[config.mk]
export PLATFORM = sky130hd
export DESIGN_NAME = mem_arbiter_flat
export DESIGN_NICKNAME = d
export VERILOG_FILES = /design/src/rtl/mem_arbiter_if.sv /design/src/rtl/mem_arbiter.sv /design/src/flat_wrapper.sv
export SDC_FILE = /design/constraint.sdc
export NUM_CORES = 1
export LEC_CHECK = 0
export CAP_MARGIN = 25
export CORE_MARGIN = 1
export CORE_UTILIZATION = 43
export CTS_CLUSTER_SIZE = 28
export DETAILED_ROUTE_END_ITERATION = 8
export GPL_ROUTABILITY_DRIVEN = 1
export GPL_TIMING_DRIVEN = 0
export PLACE_DENSITY = 0.95
export SETUP_SLACK_MARGIN = 0.15
export SLEW_MARGIN = 25
export SYNTH_ARGS = -nofsm -noshare
export SYNTH_HDL_FRONTEND = slang
export SYNTH_SLANG_ARGS = --single-unit
[constraint.sdc]
create_clock -name clk -period 3.3 [get_ports clk]
set_input_delay 0.66 -clock clk [delete_from_list [all_inputs] [get_ports clk]]
set_output_delay 0.66 -clock clk [all_outputs]
set_load 0.05 [all_outputs]
[src/rtl/mem_arbiter_if.sv]
// Shared bus between the fetch/data requesters, the arbiter and the cache port.
// The arbiter connects through the slave modport; requesters and cache use master.
interface mem_arbiter_if;
  logic        i_re;
  logic [31:0] i_addr;
  logic [31:0] i_dout;
  logic        i_complete;
  logic        d_re;
  logic        d_we;
  logic [31:0] d_addr;
  logic [31:0] d_din;
  logic [31:0] d_dout;
  logic        d_complete;
  logic        mem_re;
  logic        mem_we;
  logic [31:0] mem_addr;
  logic [31:0] mem_din;
  logic [31:0] mem_dout;
  logic        mem_complete;
  logic        busy;

  modport slave (
    input  i_re, i_addr, d_re, d_we, d_addr, d_din, mem_dout, mem_complete,
    output i_dout, i_complete, d_dout, d_complete,
    output mem_re, mem_we, mem_addr, mem_din, busy
  );

  modport master (
    output i_re, i_addr, d_re, d_we, d_addr, d_din, mem_dout, mem_complete,
    input  i_dout, i_complete, d_dout, d_complete,
    input  mem_re, mem_we, mem_addr, mem_din, busy
  );
endinterface

[src/rtl/mem_arbiter.sv]
// Two-requester arbiter (instruction fetch vs. data) onto one cache port.
// Data wins contention until fetch has waited STARVE_LIMIT data grants.
module mem_arbiter #(
  parameter int STARVE_LIMIT = 4
) (
  input  logic          clk,
  input  logic          rst,
  mem_arbiter_if.slave  bus
);

  typedef enum logic [1:0] {
    IDLE    = 2'd0,
    SERVE_I = 2'd1,
    SERVE_D = 2'd2,
    DONE    = 2'd3
  } state_t;

  localparam logic [2:0] LIMIT = 3'(STARVE_LIMIT);

  state_t      state_q, state_d;
  logic [2:0]  starve_q, starve_d;
  logic        mem_re_q, mem_re_d;
  logic        mem_we_q, mem_we_d;
  logic [31:0] mem_addr_q, mem_addr_d;
  logic [31:0] mem_din_q, mem_din_d;
  logic [31:0] i_dout_q, i_dout_d;
  logic [31:0] d_dout_q, d_dout_d;
  logic        i_cmp_q, i_cmp_d;
  logic        d_cmp_q, d_cmp_d;

  logic d_req;
  logic grant_i;
  logic grant_d;

  assign d_req = bus.d_re | bus.d_we;

  always_comb begin
    grant_i = 1'b0;
    grant_d = 1'b0;
    if (state_q == IDLE) begin
      if (d_req && !(bus.i_re && (starve_q == LIMIT))) begin
        grant_d = 1'b1;
      end else if (bus.i_re) begin
        grant_i = 1'b1;
      end
    end
  end

  always_comb begin
    state_d    = state_q;
    starve_d   = starve_q;
    mem_re_d   = mem_re_q;
    mem_we_d   = mem_we_q;
    mem_addr_d = mem_addr_q;
    mem_din_d  = mem_din_q;
    i_dout_d   = i_dout_q;
    d_dout_d   = d_dout_q;
    i_cmp_d    = i_cmp_q;
    d_cmp_d    = d_cmp_q;

    unique case (state_q)
      IDLE: begin
        if (grant_i) begin
          state_d    = SERVE_I;
          mem_re_d   = 1'b1;
          mem_we_d   = 1'b0;
          mem_addr_d = bus.i_addr;
          mem_din_d  = 32'd0;
          starve_d   = 3'd0;
        end else if (grant_d) begin
          state_d    = SERVE_D;
          // A simultaneous load+store request is served as a store.
          mem_we_d   = bus.d_we;
          mem_re_d   = ~bus.d_we;
          mem_addr_d = bus.d_addr;
          mem_din_d  = bus.d_din;
          if (bus.i_re && (starve_q != 3'd7)) begin
            starve_d = starve_q + 3'd1;
          end
        end
      end
      SERVE_I: begin
        if (bus.mem_complete) begin
          state_d  = DONE;
          i_dout_d = bus.mem_dout;
          i_cmp_d  = 1'b1;
          mem_re_d = 1'b0;
          mem_we_d = 1'b0;
        end
      end
      SERVE_D: begin
        if (bus.mem_complete) begin
          state_d  = DONE;
          d_dout_d = bus.mem_dout;
          d_cmp_d  = 1'b1;
          mem_re_d = 1'b0;
          mem_we_d = 1'b0;
        end
      end
      DONE: begin
        state_d = IDLE;
        i_cmp_d = 1'b0;
        d_cmp_d = 1'b0;
      end
      default: state_d = IDLE;
    endcase
  end

  always_ff @(posedge clk) begin
    if (rst) begin
      state_q    <= IDLE;
      starve_q   <= 3'd0;
      mem_re_q   <= 1'b0;
      mem_we_q   <= 1'b0;
      mem_addr_q <= 32'd0;
      mem_din_q  <= 32'd0;
      i_dout_q   <= 32'd0;
      d_dout_q   <= 32'd0;
      i_cmp_q    <= 1'b0;
      d_cmp_q    <= 1'b0;
    end else begin
      state_q    <= state_d;
      starve_q   <= starve_d;
      mem_re_q   <= mem_re_d;
      mem_we_q   <= mem_we_d;
      mem_addr_q <= mem_addr_d;
      mem_din_q  <= mem_din_d;
      i_dout_q   <= i_dout_d;
      d_dout_q   <= d_dout_d;
      i_cmp_q    <= i_cmp_d;
      d_cmp_q    <= d_cmp_d;
    end
  end

  assign bus.mem_re     = mem_re_q;
  assign bus.mem_we     = mem_we_q;
  assign bus.mem_addr   = mem_addr_q;
  assign bus.mem_din    = mem_din_q;
  assign bus.i_dout     = i_dout_q;
  assign bus.d_dout     = d_dout_q;
  assign bus.i_complete = i_cmp_q;
  assign bus.d_complete = d_cmp_q;
  assign bus.busy       = (state_q != IDLE);

endmodule

[src/flat_wrapper.sv]
// flat-port wrapper written by rule: the top's interface ports become plain ports
module mem_arbiter_flat 
#(
  parameter int STARVE_LIMIT = 4
)
  (clk, rst, bus_i_re, bus_i_addr, bus_d_re, bus_d_we, bus_d_addr, bus_d_din, bus_mem_dout, bus_mem_complete, bus_i_dout, bus_i_complete, bus_d_dout, bus_d_complete, bus_mem_re, bus_mem_we, bus_mem_addr, bus_mem_din, bus_busy);
  mem_arbiter_if bus_i ();
  input  logic clk;
  input  logic rst;
  input wire logic [$bits(bus_i.i_re)-1:0] bus_i_re;
  input wire logic [$bits(bus_i.i_addr)-1:0] bus_i_addr;
  input wire logic [$bits(bus_i.d_re)-1:0] bus_d_re;
  input wire logic [$bits(bus_i.d_we)-1:0] bus_d_we;
  input wire logic [$bits(bus_i.d_addr)-1:0] bus_d_addr;
  input wire logic [$bits(bus_i.d_din)-1:0] bus_d_din;
  input wire logic [$bits(bus_i.mem_dout)-1:0] bus_mem_dout;
  input wire logic [$bits(bus_i.mem_complete)-1:0] bus_mem_complete;
  output wire logic [$bits(bus_i.i_dout)-1:0] bus_i_dout;
  output wire logic [$bits(bus_i.i_complete)-1:0] bus_i_complete;
  output wire logic [$bits(bus_i.d_dout)-1:0] bus_d_dout;
  output wire logic [$bits(bus_i.d_complete)-1:0] bus_d_complete;
  output wire logic [$bits(bus_i.mem_re)-1:0] bus_mem_re;
  output wire logic [$bits(bus_i.mem_we)-1:0] bus_mem_we;
  output wire logic [$bits(bus_i.mem_addr)-1:0] bus_mem_addr;
  output wire logic [$bits(bus_i.mem_din)-1:0] bus_mem_din;
  output wire logic [$bits(bus_i.busy)-1:0] bus_busy;
  assign bus_i.i_re = bus_i_re;
  assign bus_i.i_addr = bus_i_addr;
  assign bus_i.d_re = bus_d_re;
  assign bus_i.d_we = bus_d_we;
  assign bus_i.d_addr = bus_d_addr;
  assign bus_i.d_din = bus_d_din;
  assign bus_i.mem_dout = bus_mem_dout;
  assign bus_i.mem_complete = bus_mem_complete;
  assign bus_i_dout = bus_i.i_dout;
  assign bus_i_complete = bus_i.i_complete;
  assign bus_d_dout = bus_i.d_dout;
  assign bus_d_complete = bus_i.d_complete;
  assign bus_mem_re = bus_i.mem_re;
  assign bus_mem_we = bus_i.mem_we;
  assign bus_mem_addr = bus_i.mem_addr;
  assign bus_mem_din = bus_i.mem_din;
  assign bus_busy = bus_i.busy;
  mem_arbiter #(.STARVE_LIMIT(STARVE_LIMIT)) u_core (.clk(clk), .rst(rst), .bus(bus_i));
endmodule
==> out/results.ini, run 1 <==
[place]
dpl.hpwl_mm=13.6
place_congestion=0.848
io_buffers=263

[grt]
grt_pass1_wl_mm=29.1
grt_usage_pct=28.7
grt_max_degree=17
antenna_found_initial=0
overflow=0
grt_pass1_vias=6083

[yosys]
ys_warn_count=0
synthTopCellsByArea=dfxtp_1 51%, nand2_1 12%, a21oi_1 9.5%
synthFlopType=dfxtp_1
synthesis.area_um2=5390
synth_xor_area_share_pct=0
syn_nets=818
async_flop_share_pct=0
synthTopCellsByCount=166 x nand2_1, 137 x dfxtp_1, 102 x a21oi_1
yosys.area_share.adder_pct=1.63
synth_top_cell_by_area=dfxtp_1
synthMuxAreaShare_pct=0.186
synth_top_area_share_pct=50.9
synth_top_family_by_area=compound AO/OA/AOI/OAI gates
ys_types=34
synth-edff-count=0
synthSimpleGateAreaFrac_pct=16.9
synth-seq-cells=137
synth_most_common_cell=nand2_1
syn_avg_cell_area_um2=7.96
synth_compound_area_share_pct=24.8
yosysSeqAreaShare_pct=50.9
syn_inst=677

[critical_path]
worst-setup-path-type=reg2out
cp-end-kind=primary output
r2r_cells=7
r2r_start=u_core.state_q[1]
worstPathArrival_ns=2.14
required_ns=2.64
cp-start-kind=flip-flop
crit_path_max_fanout=10
reg2reg_to=u_core.bus.mem_addr[19]
rrSetupSlack_ns=1.36

[clock_tree]
cts-htree-levels=4
cts_post_setup_buffers_inserted=0
ctsHoldBuffers=0
cts_sinks=137
tritoncts=done
path_clk_slew_ns=0.06
cts_buffer_depth=2
cts_resized=0
clk_latency_ns=0.42
numCtsBuffers=17
clockRootBuffer=clkbuf_16

[power_and_ir_drop]
internal-power_w=0.00423
p_seq_share_pct=29.5
switching_share_pct=44.4
power_leakage_nw=3.17
pwr-share-clk_pct=22.4
switchingPower_w=0.00337
powerDensity_nw_per_um2=868
p_comb_share_pct=48.1
ir_worst_vdd_mv=0.450

[floorplan]
core_um2=12100
start_util_pct=44.5
die-area_um2=13000
die_w_um=114
rows=40
die_y_um=114
ios=267

[routing]
drt_pass1_iterations=5
route.detailed.drc=0
viasPerCell=5.32
ant_nets=0
drtIter0Drc=375
vias=6060
totalWireLength_mm=18.6
routedWlPerCell_um=16.3

[finish]
fillers=904
area_delta_synth_final_pct=62.6
antenna_cells=0
nNetsFinal=1100
fin_util_pct=72.3
layout-drive-gt1-share_pct=6.69

[worst_hold_path]
worstHoldStart=u_core.bus.d_dout[14]
min_to=u_core.bus.d_dout[14]
hold_class=reg2reg
min_path_cells=2

[timing]
max_freq_mhz=358
finalHoldViolCount=0
report.final.slew_viol_count=0
max_slew_margin_pct=61.0
setup_viol=0
period_share_pct=84.7
rsz0062_at_grt=false
setup_tns_ns=0
finalClockSkew_ns=0.00905
min_period_ns=2.80
worst_pin_slew_ns=0.584

[run]
max_cap_violations=0

[run_status]
status=completed

layer usage:
metal | share of wire [%] | wire length, µm | GRT usage [%]
met1 | 40 | 7370 | 31.6
met2 | 50 | 9350 | 50.7
met3 | 7.4 | 1370 | 8.45
met4 | 2.5 | 465 | 12.9
met5 | 0 | 0 | 0
layout make-up:
cell class	count	area, µm²	area share (%)
flip-flops and latches	137	2740	31.3
repair buffers	263	2630	30.1
multi-input cells	472	2340	26.8
clock buffers	19	453	5.17
plain buffers	61	273	3.11
well taps	168	210	2.40
clock inverters	12	77.6	0.886
inverters	7	26.3	0.300
layout by cell type (no fill, tap or decap), types with 2 or more instances in the layout:
cell type,count
clkbuf_16,17
buf_2,26
o211ai_1,2
clkbuf_1,30
nand3_1,34
clkdlybuf4s50_1,263
buf_4,3
o21ai_1,62
clkbuf_8,2
clkinvlp_4,4
clkinv_2,6
nand3b_1,2
a21oi_1,102
ha_1,7
and2_1,3
nor2b_1,4
inv_1,6
o31ai_1,2
buf_1,2
nor2_1,3
o21ai_0,38
a31oi_1,33
dfxtp_1,137
nand2_1,166
through the flow:
step	cells	hold slack [ns]	setup slack (ns)	cell area (µm²)	power, W
final	1139	0.453	0.504	8760	0.00761
after global routing	1139	0.471	0.396	8760	0.00796
after CTS	1139	0.453	0.475	8760	0.00761
after detailed placement	1108	0.445	0.859	8230	0.00590
after global placement	1108	0.440	0.938	8230	0.00583
after floorplan	677	0.481	1.58	5390	0.00463
power groups by stage:
stage	clock network, W	registers, W	logic (W)
after detailed placement	0	0.00227	0.00362
after global placement	0	0.00225	0.00357
after global routing	0.00181	0.00229	0.00387
after CTS	0.00172	0.00224	0.00365
after floorplan	0	0.00355	0.00108
final	0.00171	0.00224	0.00366
worst max-delay path: stages (launching register included):
cell and delay (ns):
dfxtp_1 0.38, inv_1 0.08, ha_1 0.17, buf_2 0.18
inv_1 0.09, clkdlybuf4s50_1 0.83
worst max path at each step:
stage                      start                      end  slack [ns]  cells past startpoint
2_1_floorplan  u_core.state_q[1]                 bus_busy        1.58                      4
3_3_place_gp   u_core.state_q[1]                 bus_busy        0.94                      5
3_5_place_dp            bus_d_re  u_core.bus.mem_addr[19]        0.86                      5
4_1_cts        u_core.state_q[1]                 bus_busy        0.47                      5
5_1_grt        u_core.state_q[1]                 bus_busy        0.40                      5
6_report       u_core.state_q[1]                 bus_busy        0.50                      5
flip-flops by register name, summed over array words and instances (netlist names):
register               flops
u_core.state_q             2
u_core.bus.mem_re          1
u_core.bus.mem_din        32
u_core.bus.mem_addr       32
u_core.bus.mem_we          1
u_core.bus.i_complete      1
u_core.starve_q            3
u_core.bus.i_dout         32
u_core.bus.d_complete      1
u_core.bus.d_dout         32
kinds of logic after synthesis:
| group | count (synthesis) |
|---|---|
| buffers and inverters | 68 |
| multiplexers | 1 |
| AO/OA/AOI/OAI | 247 |
| adder cells (fa/ha/maj) | 7 |
| AND/OR/NAND/NOR | 217 |
| flip-flops | 137 |
Power figures use the tool's default switching activity.
==> run 2, diff against run 1 <==
--- a/config.mk
+++ b/config.mk
@@ -7,12 +7,12 @@
 export LEC_CHECK = 0
 export CAP_MARGIN = 25
 export CORE_MARGIN = 1
-export CORE_UTILIZATION = 43
+export CORE_UTILIZATION = 40
 export CTS_CLUSTER_SIZE = 28
 export DETAILED_ROUTE_END_ITERATION = 8
 export GPL_ROUTABILITY_DRIVEN = 1
 export GPL_TIMING_DRIVEN = 0
-export PLACE_DENSITY = 0.95
+export PLACE_DENSITY = 0.9
 export SETUP_SLACK_MARGIN = 0.15
 export SLEW_MARGIN = 25
 export SYNTH_ARGS = -nofsm -noshare
==> constraint.sdc (replaced) <==
create_clock -name clk -period 2.73 [get_ports clk]
set_input_delay 0.546 -clock clk [delete_from_list [all_inputs] [get_ports clk]]
set_output_delay 0.546 -clock clk [all_outputs]
set_load 0.05 [all_outputs]
==> run 2 against run 1 <==
First-iteration DRC count up 27%. Clock power up 31%. Non-clock buffer count unchanged. Power increased by 23%. Sequential power grew 21%. Setup slack got worse by 0.16 ns. Sequential share of layout area down 0.21 points. Design area is 0.67% higher. Critical path type unchanged. Largest cell class unchanged.
==> out/results.ini, run 2 (synthesized netlist as in run 1, its figures left out) <==
[place]
dpl.hpwl_mm=13.3  ; -2.3%
dp_slack_ns=0.436  ; -0.423 ns
io_buffers=263  ; unchanged
place_congestion=0.896  ; +5.7%

[floorplan]
die-area_um2=13900  ; +7.4%
core_um2=13200  ; +8.9%
ios=267  ; unchanged
die_y_um=118  ; +3.6%
start_util_pct=40.8  ; -3.6 points
die_w_um=118  ; +3.6%
rows=42  ; +5.0%

[timing]
worst_pin_slew_ns=0.576  ; -0.00827 ns
worst_slack_ns=0.341  ; -0.163 ns
report.final.slew_viol_count=0  ; unchanged
setup_tns_ns=0  ; unchanged
holdWs_ns=0.452  ; -0.000720 ns
max_slew_margin_pct=61.6  ; +0.67 points
setup_viol=0  ; unchanged
min_period_ns=2.39
finalClockSkew_ns=0.00562  ; -0.00343 ns
period_share_pct=87.5
max_freq_mhz=419
rsz0062_at_grt=false
finalHoldViolCount=0  ; unchanged

[finish]
antenna_cells=0  ; unchanged
final_cell_mix=262 x clkdlybuf4s50_1, 166 x nand2_1, 137 x dfxtp_1
nNetsFinal=1100  ; unchanged
multi_input_area_um2=2340  ; unchanged
final_common_cell=clkdlybuf4s50_1
area_delta_synth_final_pct=63.7
fillers=1092  ; +21%
ff_latch_area_um2=2740  ; unchanged
layout-drive-gt1-share_pct=6.79  ; +0.096 points

[critical_path]
worst-setup-path-type=reg2out
reg2reg_to=u_core.bus.mem_addr[6]
rrSetupSlack_ns=0.83  ; -0.53 ns
crit_path_max_fanout=10  ; unchanged
r2r_cells=7  ; unchanged
path_cells=inv_1 > ha_1 > buf_2 > inv_1 > dlygate4sd2_1
cp-end-kind=primary output
r2r_start=u_core.state_q[1]
cp_top_family=buffers and inverters
crit_buf_inv=4  ; unchanged
cpMostUsedCell=inv_1
cpPeakStageDelay_ns=0.54  ; -0.29 ns
worst_path_max_delay_cell=dlygate4sd2_1
required_ns=2.18  ; -0.46 ns
worstPathArrival_ns=1.84  ; -0.30 ns
cp-start-kind=flip-flop

[routing]
route.detailed.drc=0  ; unchanged
drt_pass1_iterations=7  ; +2
totalWireLength_mm=18.1  ; -2.4%
ant_nets=0  ; unchanged
vias=5996  ; -1.1%
viasPerCell=5.22  ; -1.8%
drtIter0Drc=478  ; +27%
routedWlPerCell_um=15.8  ; -3.2%

[grt]
grt_max_degree=17  ; unchanged
grt_pass1_wl_mm=28.1  ; -3.4%
antenna_found_initial=0  ; unchanged
grt_pass1_vias=5612  ; -7.7%
overflow=0  ; unchanged
grt_usage_pct=25.5  ; -3.2 points

[clock_tree]
ctsHoldBuffers=0  ; unchanged
clk_latency_ns=0.42  ; about the same
cts_resized=1  ; +1
path_clk_slew_ns=0.06  ; about the same
numCtsBuffers=17  ; unchanged
clockRootBuffer=clkbuf_16
cts-htree-levels=4  ; unchanged
cts_sinks=137  ; unchanged
cts_post_setup_buffers_inserted=0  ; unchanged
cts_buffer_depth=2  ; unchanged
tritoncts=done

[run]
max_cap_violations=0  ; unchanged

[power_and_ir_drop]
power_leakage_nw=3.20  ; +1.1%
ir_worst_vdd_mv=0.554  ; +23%
powerDensity_nw_per_um2=1060  ; +22%

[worst_hold_path]
min_to=u_core.bus.d_dout[2]
min_path_cells=2  ; unchanged
hold_class=reg2reg
worstHoldStart=u_core.bus.d_dout[2]

[run_status]
status=completed

## run 2: cell count changes in the layout (fill, tap and decap cells not counted), sizes merged
cell	change
clkinvlp	-2
dlygate4sd2	+1
clkdlybuf4s50	-1
bufinv	+2
clkinv	+2
inv	-1
## run 2: layout make-up
| type | instances | share of cell area, % |
|---|---|---|
| Buffer | 61 | 3.09 |
| Clock buffer | 19 | 5.14 |
| Clock inverter | 13 | 1.45 |
| Inverter | 7 | 0.298 |
| Multi-Input combinational cell | 472 | 26.6 |
| Sequential cell | 137 | 31.1 |
| Tap cell | 176 | 2.50 |
| Timing Repair Buffer | 263 | 29.8 |
## run 2: stage by stage
step / utilization, % / total power, W / cells / cell area, µm²
floorplan: - / 0.00560 / 677 / 5390
global placement: 62.5 / 0.00706 / 1116 / 8240
detailed placement: 62.5 / 0.00713 / 1116 / 8240
CTS: 66.9 / 0.00938 / 1148 / 8820
global route: 66.9 / 0.00978 / 1148 / 8820
finish: 66.9 / 0.00936 / 1148 / 8820
## run 2: worst reg2reg max path: cells and delay by family, from the launching register on
kind	cells	cell delay [ns]
buf+inv	3	0.70
fa+ha+maj	1	0.17
compound gates	2	0.29
flops	1	0.39
simple gates	1	0.27
## run 2: worst max path at each step
stage	start	end	slack, ns	depth (start not counted)
after floorplan	u_core.state_q[1]	bus_busy	1.13	4
after global placement	bus_d_re	u_core.bus.mem_din[30]	0.50	5
after detailed placement	bus_d_re	u_core.bus.mem_addr[23]	0.44	5
after CTS	u_core.state_q[1]	bus_busy	0.33	5
after global routing	u_core.state_q[1]	bus_busy	0.22	5
final	u_core.state_q[1]	bus_busy	0.34	5
## run 2: report_power, final
group / internal (W) / switching (W) / total [W] / leakage (nW)
Combinational: 0.00144 / 0.00296 / 0.00440 / 1.79
Clock: 0.00138 / 0.000864 / 0.00224 / 0.288
Sequential: 0.00247 / 0.000246 / 0.00272 / 1.12
Total: 0.00530 / 0.00407 / 0.00936 / 3.20
## run 2: per-layer routing
metal	vias to the layer above	track usage, %	wire, µm
li1	2909	-	-
met1	2778	28.3	7010
met2	286	45.0	9050
met3	23	8.91	1780
met4	0	8.57	263
met5	-	0	0
